## src/rtl/writeback_pkg.sv

```systemverilog
// Shared types for the register-file writeback arbiter: request record and arbiter FSM states.
package writeback_pkg;

  localparam int NUM_LANES     = 16;
  localparam int REG_IDX_WIDTH = 5;
  localparam int VALUE_WIDTH   = 512;

  // "reg" is a keyword, so the destination register field is called dest_reg
  typedef struct packed {
    logic [REG_IDX_WIDTH-1:0] dest_reg;
    logic                     is_vector;
    logic [NUM_LANES-1:0]     mask;
    logic [VALUE_WIDTH-1:0]   value;
  } wb_req_t;

  typedef enum logic {
    RUN    = 1'b0,
    BUBBLE = 1'b1
  } arb_state_t;

endpackage

```

## src/rtl/wb_return_fifo.sv

```systemverilog
// Synchronous FIFO buffering late load returns until the register-file write port is free.
module wb_return_fifo
  import writeback_pkg::*;
#(
  parameter int DEPTH = 4,
  localparam int PTR_W = $clog2(DEPTH)
) (
  input  logic         clk,
  input  logic         reset_n,
  input  logic         push,
  input  wb_req_t      push_data,
  input  logic         pop,
  output wb_req_t      head_data,
  output logic [PTR_W:0] count,
  output logic         full,
  output logic         empty
);

  localparam logic [PTR_W:0] CNT_FULL = (PTR_W + 1)'(DEPTH);

  wb_req_t          mem [DEPTH];
  logic [PTR_W-1:0] wr_ptr;
  logic [PTR_W-1:0] rd_ptr;

  // Payload storage carries no reset; only pointers and count define validity
  always_ff @(posedge clk) begin
    if (push) begin
      mem[wr_ptr] <= push_data;
    end
  end

  always_ff @(posedge clk or negedge reset_n) begin
    if (!reset_n) begin
      wr_ptr <= '0;
      rd_ptr <= '0;
      count  <= '0;
    end else begin
      if (push) wr_ptr <= wr_ptr + PTR_W'(1);
      if (pop)  rd_ptr <= rd_ptr + PTR_W'(1);
      unique case ({push, pop})
        2'b10:   count <= count + (PTR_W + 1)'(1);
        2'b01:   count <= count - (PTR_W + 1)'(1);
        default: count <= count;
      endcase
    end
  end

  assign head_data = mem[rd_ptr];
  assign full      = (count == CNT_FULL);
  assign empty     = (count == '0);

endmodule

```

## src/rtl/writeback_arbiter.sv

```systemverilog
// Shares the register-file write port between pipeline results (always first) and buffered load returns.
module writeback_arbiter
  import writeback_pkg::*;
#(
  parameter int FIFO_DEPTH   = 4,
  parameter int STARVE_LIMIT = 8
) (
  input  logic                     clk,
  input  logic                     reset_n,
  input  logic                     pipe_has_writeback_i,
  input  logic [REG_IDX_WIDTH-1:0] pipe_writeback_reg_i,
  input  logic                     pipe_writeback_is_vector_i,
  input  logic [NUM_LANES-1:0]     pipe_mask_i,
  input  logic [VALUE_WIDTH-1:0]   pipe_value_i,
  input  logic                     lr_valid_i,
  output logic                     lr_ready_o,
  input  logic [REG_IDX_WIDTH-1:0] lr_reg_i,
  input  logic                     lr_is_vector_i,
  input  logic [NUM_LANES-1:0]     lr_mask_i,
  input  logic [VALUE_WIDTH-1:0]   lr_value_i,
  output logic                     rf_enable_o,
  output logic [REG_IDX_WIDTH-1:0] rf_reg_o,
  output logic                     rf_is_vector_o,
  output logic [NUM_LANES-1:0]     rf_mask_o,
  output logic [VALUE_WIDTH-1:0]   rf_value_o,
  output logic                     rf_source_o,
  output logic                     pipe_stall_o
);

  localparam int PTR_W = $clog2(FIFO_DEPTH);
  localparam int CNT_W = PTR_W + 1;
  localparam int AGE_W = $clog2(STARVE_LIMIT + 1);

  localparam logic [CNT_W-1:0] CNT_HIGH = CNT_W'(FIFO_DEPTH - 1);
  localparam logic [AGE_W-1:0] AGE_MAX  = AGE_W'(STARVE_LIMIT);
  localparam logic [AGE_W-1:0] AGE_TRIP = AGE_W'(STARVE_LIMIT - 1);

  wb_req_t          pipe_req;
  wb_req_t          lr_req;
  wb_req_t          head_req;
  wb_req_t          rf_req;
  logic [CNT_W-1:0] count;
  logic [CNT_W-1:0] count_next;
  logic [AGE_W-1:0] age;
  logic [AGE_W-1:0] age_next;
  logic             fifo_full;
  logic             fifo_empty;
  logic             push;
  logic             pop;
  logic             rf_enable;
  logic             rf_source;
  arb_state_t       state;
  arb_state_t       state_next;

  assign pipe_req = '{dest_reg: pipe_writeback_reg_i, is_vector: pipe_writeback_is_vector_i,
                      mask: pipe_mask_i, value: pipe_value_i};
  assign lr_req   = '{dest_reg: lr_reg_i, is_vector: lr_is_vector_i,
                      mask: lr_mask_i, value: lr_value_i};

  assign lr_ready_o = !fifo_full;
  assign push       = lr_valid_i && !fifo_full;
  assign pop        = !pipe_has_writeback_i && !fifo_empty;

  wb_return_fifo #(
    .DEPTH(FIFO_DEPTH)
  ) u_fifo (
    .clk      (clk),
    .reset_n  (reset_n),
    .push     (push),
    .push_data(lr_req),
    .pop      (pop),
    .head_data(head_req),
    .count    (count),
    .full     (fifo_full),
    .empty    (fifo_empty)
  );

  // Next-state occupancy and head age feed the bubble decision so stall lands with the state change
  always_comb begin
    count_next = count;
    unique case ({push, pop})
      2'b10:   count_next = count + CNT_W'(1);
      2'b01:   count_next = count - CNT_W'(1);
      default: count_next = count;
    endcase

    age_next = age;
    if (pop || fifo_empty) begin
      age_next = '0;
    end else if (age != AGE_MAX) begin
      age_next = age + AGE_W'(1);
    end
  end

  always_comb begin
    state_next = state;
    unique case (state)
      RUN: begin
        if (age_next >= AGE_TRIP || count_next >= CNT_HIGH) state_next = BUBBLE;
      end
      BUBBLE: begin
        if (pop && count_next < CNT_HIGH && age_next == '0) state_next = RUN;
      end
      default: state_next = RUN;
    endcase
  end

  always_ff @(posedge clk or negedge reset_n) begin
    if (!reset_n) begin
      state <= RUN;
      age   <= '0;
    end else begin
      state <= state_next;
      age   <= age_next;
    end
  end

  // Output register: fields hold their last written values on idle cycles
  always_ff @(posedge clk or negedge reset_n) begin
    if (!reset_n) begin
      rf_enable <= 1'b0;
      rf_source <= 1'b0;
      rf_req    <= '0;
    end else if (pipe_has_writeback_i) begin
      rf_enable <= 1'b1;
      rf_source <= 1'b0;
      rf_req    <= pipe_req;
    end else if (pop) begin
      rf_enable <= 1'b1;
      rf_source <= 1'b1;
      rf_req    <= head_req;
    end else begin
      rf_enable <= 1'b0;
    end
  end

  assign rf_enable_o    = rf_enable;
  assign rf_source_o    = rf_source;
  assign rf_reg_o       = rf_req.dest_reg;
  assign rf_is_vector_o = rf_req.is_vector;
  assign rf_mask_o      = rf_req.mask;
  assign rf_value_o     = rf_req.value;
  assign pipe_stall_o   = (state == BUBBLE);

endmodule
```

## config.mk

```make
export PLATFORM = sky130hd
export DESIGN_NAME = writeback_arbiter
export DESIGN_NICKNAME = d
export VERILOG_FILES = /design/src/rtl/writeback_pkg.sv /design/src/rtl/wb_return_fifo.sv /design/src/rtl/writeback_arbiter.sv
export SDC_FILE = /design/constraint.sdc
export NUM_CORES = 2
export LEC_CHECK = 0
export ABC_CLOCK_PERIOD_IN_PS = 16300
export CAP_MARGIN = 40
export CORE_AREA = 2 2 631 633
export DETAILED_ROUTE_END_ITERATION = 8
export DIE_AREA = 0 0 633 635
export GPL_ROUTABILITY_DRIVEN = 1
export HOLD_SLACK_MARGIN = 0.03
export PLACE_DENSITY = 0.41
export SLEW_MARGIN = 20
export SYNTH_ARGS = -nofsm -noshare
export SYNTH_HDL_FRONTEND = slang
export SYNTH_HIERARCHICAL = 1
export SYNTH_SLANG_ARGS = --single-unit
```

## constraint.sdc

```tcl
create_clock -name clk -period 16.3 [get_ports clk]
set_input_delay 3.26 -clock clk [delete_from_list [all_inputs] [get_ports clk]]
set_output_delay 3.26 -clock clk [all_outputs]
set_load 0.03 [all_outputs]
```

==> results by stage <==
Critical path:
- The critical path goes through clkdlybuf4s50_1, nand2_1, inv_1, and2_4, buf_4, buf_4, buf_16, buf_4.
- The critical path is of the input port to register type.
- STA puts the critical path data required time at 16.79 ns.
- The number of cells on the worst reg-to-reg path is 10.
- The cell with the largest stage delay on the worst path is and2_4.
- The number of buffers and inverters on the critical path is 6.
- The endpoint kind of the worst setup timing path is a register.
- Broken down by cell family, the worst path's largest delay share belongs to buffers and inverters.
- The maximum single-stage delay on the critical path is 0.69 ns.
- The largest fanout on the critical path is 44.
- The kind of launch point of the worst setup path is an input port.
- The logic depth of the worst path, buffers included is 8.
- The most numerous cell type found on the critical path is buf_4.
- For the worst setup path, the data arrival time is 6.67 ns.

Layout:
- The finished layout cell area is 0.135 sq mm.
- The commonest non-fill, non-tap cell in the layout is edfxtp_1.
- In the layout the commonest cells are edfxtp_1 (2,136), clkdlybuf4s50_1 (1,607), dfrtp_1 (546).
- Measured on the finished design, the core utilization comes to 0.342.
- The layout cell share with drive strength beyond 1 is 0.152.
- For this run, the number of standard cells in the final layout without fillers is 12,500.
- At the end of the flow, the number of nets in the layout was 8,004.
- Relative to the synthesized area, the layout overhead comes to 31.9%.

Power and ir drop:
- Summed over all cells, the static leakage comes to 45.3 nW.
- In this run the power density over the cells is 184 mW/mm^2.
- Of the total power, the share spent switching nets is 0.332.
- The worst-case vdd ir drop is 0.124 mV.
- Overall power consumption after layout is estimated at 24.8 mW.
- The internal power component is 16.6 mW.
- The clock share of power is 0.281.
- The share of total power dissipated in sequential elements is 0.392.
- The share of total power dissipated in combinational logic is 0.327.
- The net switching component of the power is 8.24 mW.

Yosys:
- Counting every instance in the synthesized netlist gives 5,190.
- Of the total synthesized cell area, the portion taken by full adders, half adders and majority gates is 0.00137.
- For this run, the leading register cell type out of synthesis is edfxtp_1.
- The post-synthesis net count is 6,272.
- The number of different library cells in the post-synthesis netlist is 32.
- After synthesis the cells add up to 0.103 sq mm.
- The share of the synthesized netlist area taken by xor and xnor gates is 0.000854.
- The multiplexer fraction of the synthesized cell area is 0.169.
- By area, the combinational part of the netlist is dominated by multiplexers.
- The complex-gate fraction of the synthesized area is 0.0268.
- For this run, the number of Yosys warnings is 6.
- The number of enable flip-flop cells after synthesis is 2,136.
- After synthesis, the mean cell area works out to 19.7 sq um.
- In the synthesized netlist the async set-or-reset flop fraction comes to 0.204.
- The number of register bits inferred by synthesis is 2,684.
- The share of synthesized area occupied by flip-flops and latches is 0.760.
- The area share of and/or/nand/nor cells after synthesis is 0.0208.

Global routing:
- The number of antenna violations at the first check in global routing came to 228.
- In this run the most used layer during global routing was met2.
- The maximum number of pins on one net before global-route repair is 194.
- The met2 track utilization from global routing is 0.302.
- In the global route stage, met3 resource usage came out at 0.0545.
- For met1 alone, demand over resource in global routing was 0.192.
- The overall overflow remaining after global route is 0.
- The number of global-route vias before repair came to 58,700.
- The total track usage is 0.168.
- The global-route wire length before repair is 476 mm.

Floorplanning:
- The floorplan step set the die height to 635 microns.
- The horizontal die dimension is 633 microns.
- The area of the core region is 0.395 sq mm.
- The boundary pin count is 1,610.
- The initial standard-cell utilization of the core is 0.260.
- In this run the core area contains 231 standard-cell rows.
- The floorplan step defined a die boundary enclosing 0.402 sq mm.

Detailed routing:
- The final routed wirelength across all metal layers is 347 mm.
- The residual DRC count is 0.
- The average detailed-routed wire length per instance is 27.9 microns.
- The number of detailed-routing iterations run before antenna repair is 5.
- After detailed routing, the number of vias per cell comes to 4.44.
- The remaining antenna violation count after routing is 0.
- The detailed router finished its first iteration with 3,659 violations.
- The vias after detailed routing is 55,400.

Place:
- The worst setup timing slack at the placement stage is 8.99 ns.
- The placed instances occupy a cell area of 0.125 sq mm.
- The number of port buffers is 1,609.
- Routability-driven placement finished with a final weighted congestion of 0.820.
- After detailed placement, the design holds a cell count of 11,800.
- The sum of net half-perimeters after detailed placement is 243 mm.

Clock network:
- Clock-pin slew was measured on the worst setup and hold paths at 0.06 ns.
- Post-CTS timing repair inserted 0 buffers for setup.
- In this run the deepest clock path goes through 4 buffers.
- In this run the number of H-tree levels came out at 5.
- In this run, CTS created clock tree buffers numbering 316.
- The number of gates resized after CTS was 0.
- For the worst-skew pair, the clock arrives at the later sink with an insertion delay of 0.90 ns.
- The root cell of the clock tree is clkbuf_16.
- The clock sink total is 2,684.
- Buffers inserted to repair hold after CTS numbered 0.
- TritonCTS built the clock tree.

Timing:
- After layout, the worst setup slack is 10.12 ns.
- The post-route fraction of the period consumed by the critical path is 0.379.
- The tightest hold path in the finished design has a slack of 0.530 ns.
- Setup violations remaining at the end of the flow were counted as 0.
- Counting I/O delays and the setup requirement, the final critical path takes 6.18 ns.
- The final-report max-slew violation count is 0.
- The actual transition at the worst max-transition pin is 1.23 ns.
- Across the routed clock network, the largest skew measured is 0.0511 ns.
- In the final timing run, aggregate negative setup slack is 0 ns.
- The final count of hold timing violations came to 0.
- The maximum clock frequency is 162 MHz.
- Setup repair after global routing left no endpoint under its margin.
- The max-slew headroom at the worst pin is 0.181.

Run status:
- The flow ran to the end, and the final reports show no timing, DRC or antenna violations.

Hold path:
- The worst hold path passes through 2 cells.
- The path class of the tightest hold or removal check is register to register.

Run:
- The max-capacitance violation count is 0.
routing by layer:
metal	vias up	wire length [microns]
li1	24100	-
met1	28800	131000
met2	1619	181000
met3	678	26100
met4	160	8400
met5	-	1000
power groups by stage:
stage	registers [mW]	clock network [mW]	logic (mW)
floorplan	11.0	0	3.99
global placement	9.86	0	8.23
detailed placement	9.89	0	8.41
CTS	9.76	7.23	8.43
global route	9.87	7.49	8.65
finish	9.73	6.98	8.13
synthesized netlist by cell type (11+ instances only):
cell	number	area [sq um]
nand2_1	540	2030
buf_8	50	751
inv_1	15	56.3
o21ai_0	479	2400
mux4_2	534	12000
dfrtp_1	548	13700
edfxtp_1	2136	64100
clkbuf_1	96	360
o21ai_1	58	290
buf_6	11	124
buf_4	45	338
mux2i_1	534	5350
buf_2	78	390
buf_1	14	52.6
cell families after synthesis:
logic type | count (synthesis)
xor+xnor | 10
buf+inv | 314
flops | 2684
compound gates | 545
fa+ha+maj | 10
mux | 1068
simple gates | 559
sequential cells by signal (all words and copies together), names as in the netlist:
signal	flops
age	4
pipe_stall_o	1
rf_source_o	1
u_fifo/wr_ptr	2
u_fifo/mem	2136
rf_is_vector_o	1
rf_reg_o	5
u_fifo/count	3
rf_value_o	512
u_fifo/rd_ptr	2
rf_mask_o	16
rf_enable_o	1
layout make-up:
cell class	instances	area [sq um]
fillers	37800	260000
clock inverters	157	1620
repair buffers	1713	17800
well taps	5242	6560
multi-input cells	2192	22500
diodes	47	118
inverters	15	56.3
clock buffers	424	8670
flip-flops and latches	2684	77900
tightest hold or removal path, stage by stage, from the launching register on:
cell,delay [ns]
dfrtp_1,0.38
inv_1,0.05
a21oi_1,0.05
worst paths after layout:
kind	from	end	slack [ns]
worst max-delay path	lr_valid_i	u_fifo/mem[1][1]	10.12
worst min-delay path	rf_source_o	rf_source_o	0.53
worst max register to register	u_fifo/count[0]	u_fifo/mem[1][1]	11.98
worst min register to register	rf_source_o	rf_source_o	0.53
max in group asynchronous	reset_n	rf_value_o[502]	11.37
min in group asynchronous	reset_n	rf_value_o[191]	2.35
Note: power is estimated with default switching activity, not from simulation.
